`src/rtl/button_debounce_repeat.sv`:
```
// Four-channel button conditioner: 2-flop synchronizer, counter debounce and
// frame-locked auto-repeat. A press pulses once, then repeats after a delay.
module button_debounce_repeat #(
  parameter int DEBOUNCE_CYCLES     = 250000,
  parameter int REPEAT_DELAY_FRAMES = 30,
  parameter int REPEAT_RATE_FRAMES  = 6
) (
  input  logic       i_clk,
  input  logic       i_reset,
  input  logic [3:0] i_buttons,
  input  logic       i_vsync,
  output logic [3:0] o_buttons,
  output logic [3:0] o_press,
  output logic       o_frame_tick
);

  localparam int DW    = $clog2(DEBOUNCE_CYCLES);
  localparam int FW_D  = $clog2(REPEAT_DELAY_FRAMES);
  localparam int FW_R  = $clog2(REPEAT_RATE_FRAMES);
  localparam int FW_DR = (FW_D > FW_R) ? FW_D : FW_R;
  localparam int FW    = (FW_DR > 1) ? FW_DR : 1;

  localparam logic [DW-1:0] DB_LAST    = DW'(DEBOUNCE_CYCLES - 1);
  localparam logic [DW-1:0] DB_ONE     = DW'(1);
  localparam bit            DELAY_EN   = (REPEAT_DELAY_FRAMES > 0);
  localparam logic [FW-1:0] DELAY_LAST = FW'((REPEAT_DELAY_FRAMES > 0) ? REPEAT_DELAY_FRAMES - 1 : 0);
  localparam logic [FW-1:0] RATE_LAST  = FW'((REPEAT_RATE_FRAMES > 0) ? REPEAT_RATE_FRAMES - 1 : 0);
  localparam logic [FW-1:0] FR_ONE     = FW'(1);

  typedef enum logic [1:0] {IDLE, DELAY, REPEAT} state_t;

  logic vsync_d;
  logic tick;

  // The FSMs act on the same-cycle edge so repeat pulses line up with o_frame_tick.
  assign tick = i_vsync & ~vsync_d;

  always_ff @(posedge i_clk or posedge i_reset) begin
    if (i_reset) begin
      vsync_d      <= 1'b0;
      o_frame_tick <= 1'b0;
    end else begin
      vsync_d      <= i_vsync;
      o_frame_tick <= tick;
    end
  end

  genvar gi;
  generate
    for (gi = 0; gi < 4; gi++) begin : g_ch
      logic          sync1;
      logic          sync2;
      logic          stable;
      logic [DW-1:0] db_cnt;
      state_t        state;
      logic [FW-1:0] fr_cnt;
      logic          level;
      logic          press;

      always_ff @(posedge i_clk or posedge i_reset) begin
        if (i_reset) begin
          sync1  <= 1'b0;
          sync2  <= 1'b0;
          stable <= 1'b0;
          db_cnt <= '0;
        end else begin
          sync1 <= i_buttons[gi];
          sync2 <= sync1;
          if (sync2 == stable) begin
            db_cnt <= '0;
          end else if (db_cnt == DB_LAST) begin
            stable <= ~stable;
            db_cnt <= '0;
          end else begin
            db_cnt <= db_cnt + DB_ONE;
          end
        end
      end

      always_ff @(posedge i_clk or posedge i_reset) begin
        if (i_reset) begin
          state  <= IDLE;
          fr_cnt <= '0;
          level  <= 1'b0;
          press  <= 1'b0;
        end else begin
          level <= stable;
          press <= 1'b0;
          case (state)
            IDLE: begin
              if (stable) begin
                press  <= 1'b1;
                state  <= DELAY;
                fr_cnt <= '0;
              end
            end
            DELAY: begin
              if (!stable) begin
                state  <= IDLE;
                fr_cnt <= '0;
              end else if (tick) begin
                if (DELAY_EN && fr_cnt == DELAY_LAST) begin
                  // Inverting suppresses a pulse right after the initial press.
                  press  <= ~press;
                  state  <= REPEAT;
                  fr_cnt <= '0;
                end else begin
                  fr_cnt <= fr_cnt + FR_ONE;
                end
              end
            end
            REPEAT: begin
              if (!stable) begin
                state  <= IDLE;
                fr_cnt <= '0;
              end else if (tick) begin
                if (fr_cnt == RATE_LAST) begin
                  press  <= ~press;
                  fr_cnt <= '0;
                end else begin
                  fr_cnt <= fr_cnt + FR_ONE;
                end
              end
            end
            default: begin
              state  <= IDLE;
              fr_cnt <= '0;
            end
          endcase
        end
      end

      assign o_buttons[gi] = level;
      assign o_press[gi]   = press;
    end
  endgenerate

endmodule

```
`config.mk`:
```
export PLATFORM = sky130hd
export DESIGN_NAME = button_debounce_repeat
export DESIGN_NICKNAME = d
export VERILOG_FILES = /design/src/rtl/button_debounce_repeat.sv
export SDC_FILE = /design/constraint.sdc
export NUM_CORES = 1
export LEC_CHECK = 0
export ABC_AREA = 0
export CAP_MARGIN = 0
export CORE_MARGIN = 5
export CORE_UTILIZATION = 60
export DETAILED_ROUTE_END_ITERATION = 10
export MAX_ROUTING_LAYER = met4
export PLACE_DENSITY = 0.86
export SYNTH_ARGS = -nofsm -noshare
export SYNTH_HDL_FRONTEND = slang
export SYNTH_SLANG_ARGS = --single-unit
```
`constraint.sdc`:
```
create_clock -name i_clk -period 6 [get_ports i_clk]
set_clock_uncertainty 0.15 [all_clocks]
set_input_delay 1.5 -clock i_clk [delete_from_list [all_inputs] [get_ports i_clk]]
set_output_delay 1.5 -clock i_clk [all_outputs]
set_load 0.005 [all_outputs]
```
==> results by group <==
Run status
  – Status: completed

Synth
  – Mapped Cells: 663
  – Post-synth EDFFs: 0
  – Synth top area share: 47.10%
  – Yosys cell types: 61
  – Synth area leader: dfrtp_1
  – Top post-synthesis cells by area: dfrtp_1, xnor2_1, ha_1
  – Synth Net Count: 698
  – Synthesized area per cell: 9.776 um2
  – Synthesis-stage register bit count: 122
  – Top FF cell, synth: dfrtp_1
  – Number of synthesis warnings: 0
  – Async SR Flop Fraction: 100.0%
  – Sequential fraction of the synthesis area: 47.10%
  – Synthesized area: 6481 um2

GRT
  – Met1 Resource Use GR: 24.76%
  – Pin count of the biggest net entering global routing: 58
  – First-pass GRT wire length: 22,660 um
  – Met3 usage: 5.411%
  – Vias in the first global route: 5,176
  – Met2 Usage GRT: 37.59%
  – Initial antenna violation count: 0
  – Total gr overflow: 0
  – Top Usage Layer GRT: met2
  – Global Route Usage Sum: 22.07%

Timing
  – Minimum clock period: 3.534 ns
  – Slew Viols, Final: 0
  – Maximum clock frequency: 282.9 MHz
  – Slew HR: 36.74%
  – Setup TNS: 0 ns
  – Measured slew at the worst slew-check pin: 0.9457 ns
  – RSZ-0062 raised after global routing: no
  – Setup Viol. Count Final: 0
  – Hold Fails Final Rpt: 0
  – Final worst-path cycle share: 58.91%

Power and ir drop
  – Pwr per Cell Area: 252.8 nW/um2
  – Tot Pwr: 0.001834 W
  – Max VDD drop: 0.2472 mV
  – Leak: 3.052 nW

Setup path
  – Max incr delay on CP: 0.67 ns
  – Worst EP arrival: 3.80 ns
  – Top delay family on crit path: buffers and inverters
  – Startpoint types: input pin
  – CP endpoint kind: register
  – Max FO, Critical Path: 11
  – Crit path kind: in -> reg
  – Slowest-stage cell, CP: o31ai_1
  – Data required time of the critical path: 6.27 ns
  – WP buf/inv: 2
  – Sequence of cells on the critical path: clkdlybuf4s50_1 > nand2b_1 > clkinv_1 > o31ai_1 > nor3_1 > mux2_2

CTS
  – CTS tree: yes
  – Cts hold-fix bufs: 0
  – Resize count post-CTS: 0
  – Clk Latency, worst-skew pair: 0.53 ns
  – # Post-CTS Setup Buffers: 0
  – Clk root buf: clkbuf_8
  – CTS Buffer Depth: 2
  – Clock sinks: 122
  – CTS clk-pin slew, worst paths: 0.06 ns
  – # H-tree levels: 4
  – CTS buffer count: 17

Floorplan
  – Starting density of the core: 60.58%
  – Row count: 38
  – Die ar.: 12,980 um2
  – # IOs: 16
  – Die width: 113.9 um
  – Core Region: 10,700 um2
  – Die H: 113.9 um

Layout
  – Most common cell after layout, fill and taps aside: dfrtp_1
  – Core Util, Final: 67.84%
  – N_diodes: 0
  – Share of cells above drive strength 1: 7.948%
  – Fin cells: 832
  – Fin nets: 714
  – Area Overhead vs Synth: 11.97%
  – Most frequent cells in the layout: dfrtp_1, nor2_1, nand2_1, xnor2_1, nand3_1

Place
  – DP HPWL: 8689 um
  – Port bufs: 15
  – RePlAce Congestion: 0.9682
  – Cell Count Post-Placement: 800

Job
  – Max-cap violations: 0

Drt
  – Total wire length: 12,680 um
  – Average vias per placed instance: 6.032
  – Vias: 5,019
  – Initial DRC Count: 362
  – WL/cell: 15.25 um
  – Residual DRC: 0
  – ANT nets after route: 0
  – DR pass1 iterations: 6

Worst hold path
  – Hold WC Path Type: reg -> reg
report_power, final:
part | internal (W) | switching, W
logic | 0.0000139 | 0.0000322
registers | 0.000834 | 0.00000851
clock network | 0.000589 | 0.000357
total | 0.00144 | 0.000398
flip-flops by register name, summed over array words and instances (netlist names):
name          cells
o_frame_tick      1
g_ch.fr_cnt      20
vsync_d           1
g_ch.sync2        4
g_ch.press        4
g_ch.state        8
g_ch.sync1        4
g_ch.stable       4
g_ch.level        4
g_ch.db_cnt      72
layout make-up:
class | count | area (um2)
clock buffer | 21 | 469.2
clock inverter | 11 | 95.09
fill | 776 | 3441
inverter | 36 | 137.6
multi-input combinational | 484 | 3154
sequential | 122 | 3053
tap | 140 | 175.2
timing repair buffer | 18 | 172.7
cell usage after synthesis, drive strengths merged (3+ instances only):
cell / number
nor4: 22
or4b: 3
clkbuf: 9
a41oi: 4
buf: 12
nand2b: 9
o41ai: 5
o21ai: 20
a21o: 4
nor3: 17
a22o: 5
dfrtp: 122
nand3: 35
and2: 4
xnor2: 41
mux2: 5
a21oi: 18
or3: 8
nand4: 23
and3: 8
nand2: 45
o22ai: 6
and4: 3
or2: 6
ha: 28
nor4b: 3
nor2b: 4
a31oi: 7
xor2: 17
inv: 35
or4: 11
nor2: 83
o31ai: 14
routing by layer:
metal,share of wire (%),vias to the layer above
met1,43,2482
met4,1.9,0
li1,-,2412
met2,52,110
met5,0,-
met3,3.6,15
worst paths after layout:
path                                from  slack (ns)                 to  cells past startpoint
setup reg to reg                 vsync_d        3.52  g_ch[0].fr_cnt[0]                      5
hold / removal             g_ch[3].sync1        0.20      g_ch[3].sync2                      0
min in group asynchronous        i_reset        1.19      g_ch[3].sync2                      2
max in group asynchronous        i_reset        3.46   g_ch[2].state[0]                      3
hold reg to reg            g_ch[3].sync1        0.20      g_ch[3].sync2                      0
setup / recovery                 i_vsync        2.47  g_ch[0].fr_cnt[0]                      6
cells by family after synthesis:
kind of cell    share of synthesized area (%)
flops                                   47.10
compound gates                          10.81
buf+inv                                 4.228
simple gates                            23.44
mux                                     1.178
fa+ha+maj                               5.405
xor+xnor                                7.838
metrics by stage:
step / worst slack (ns) / hold WS (ns) / instance area (um2)
floorplan: 1.107 / 0.1812 / 6481
global placement: 2.060 / 0.1847 / 6693
detailed placement: 1.911 / 0.1871 / 6693
CTS: 2.459 / 0.1995 / 7257
global route: 2.229 / 0.2113 / 7257
finish: 2.466 / 0.1985 / 7257
(Power assumes the default switching activity.)
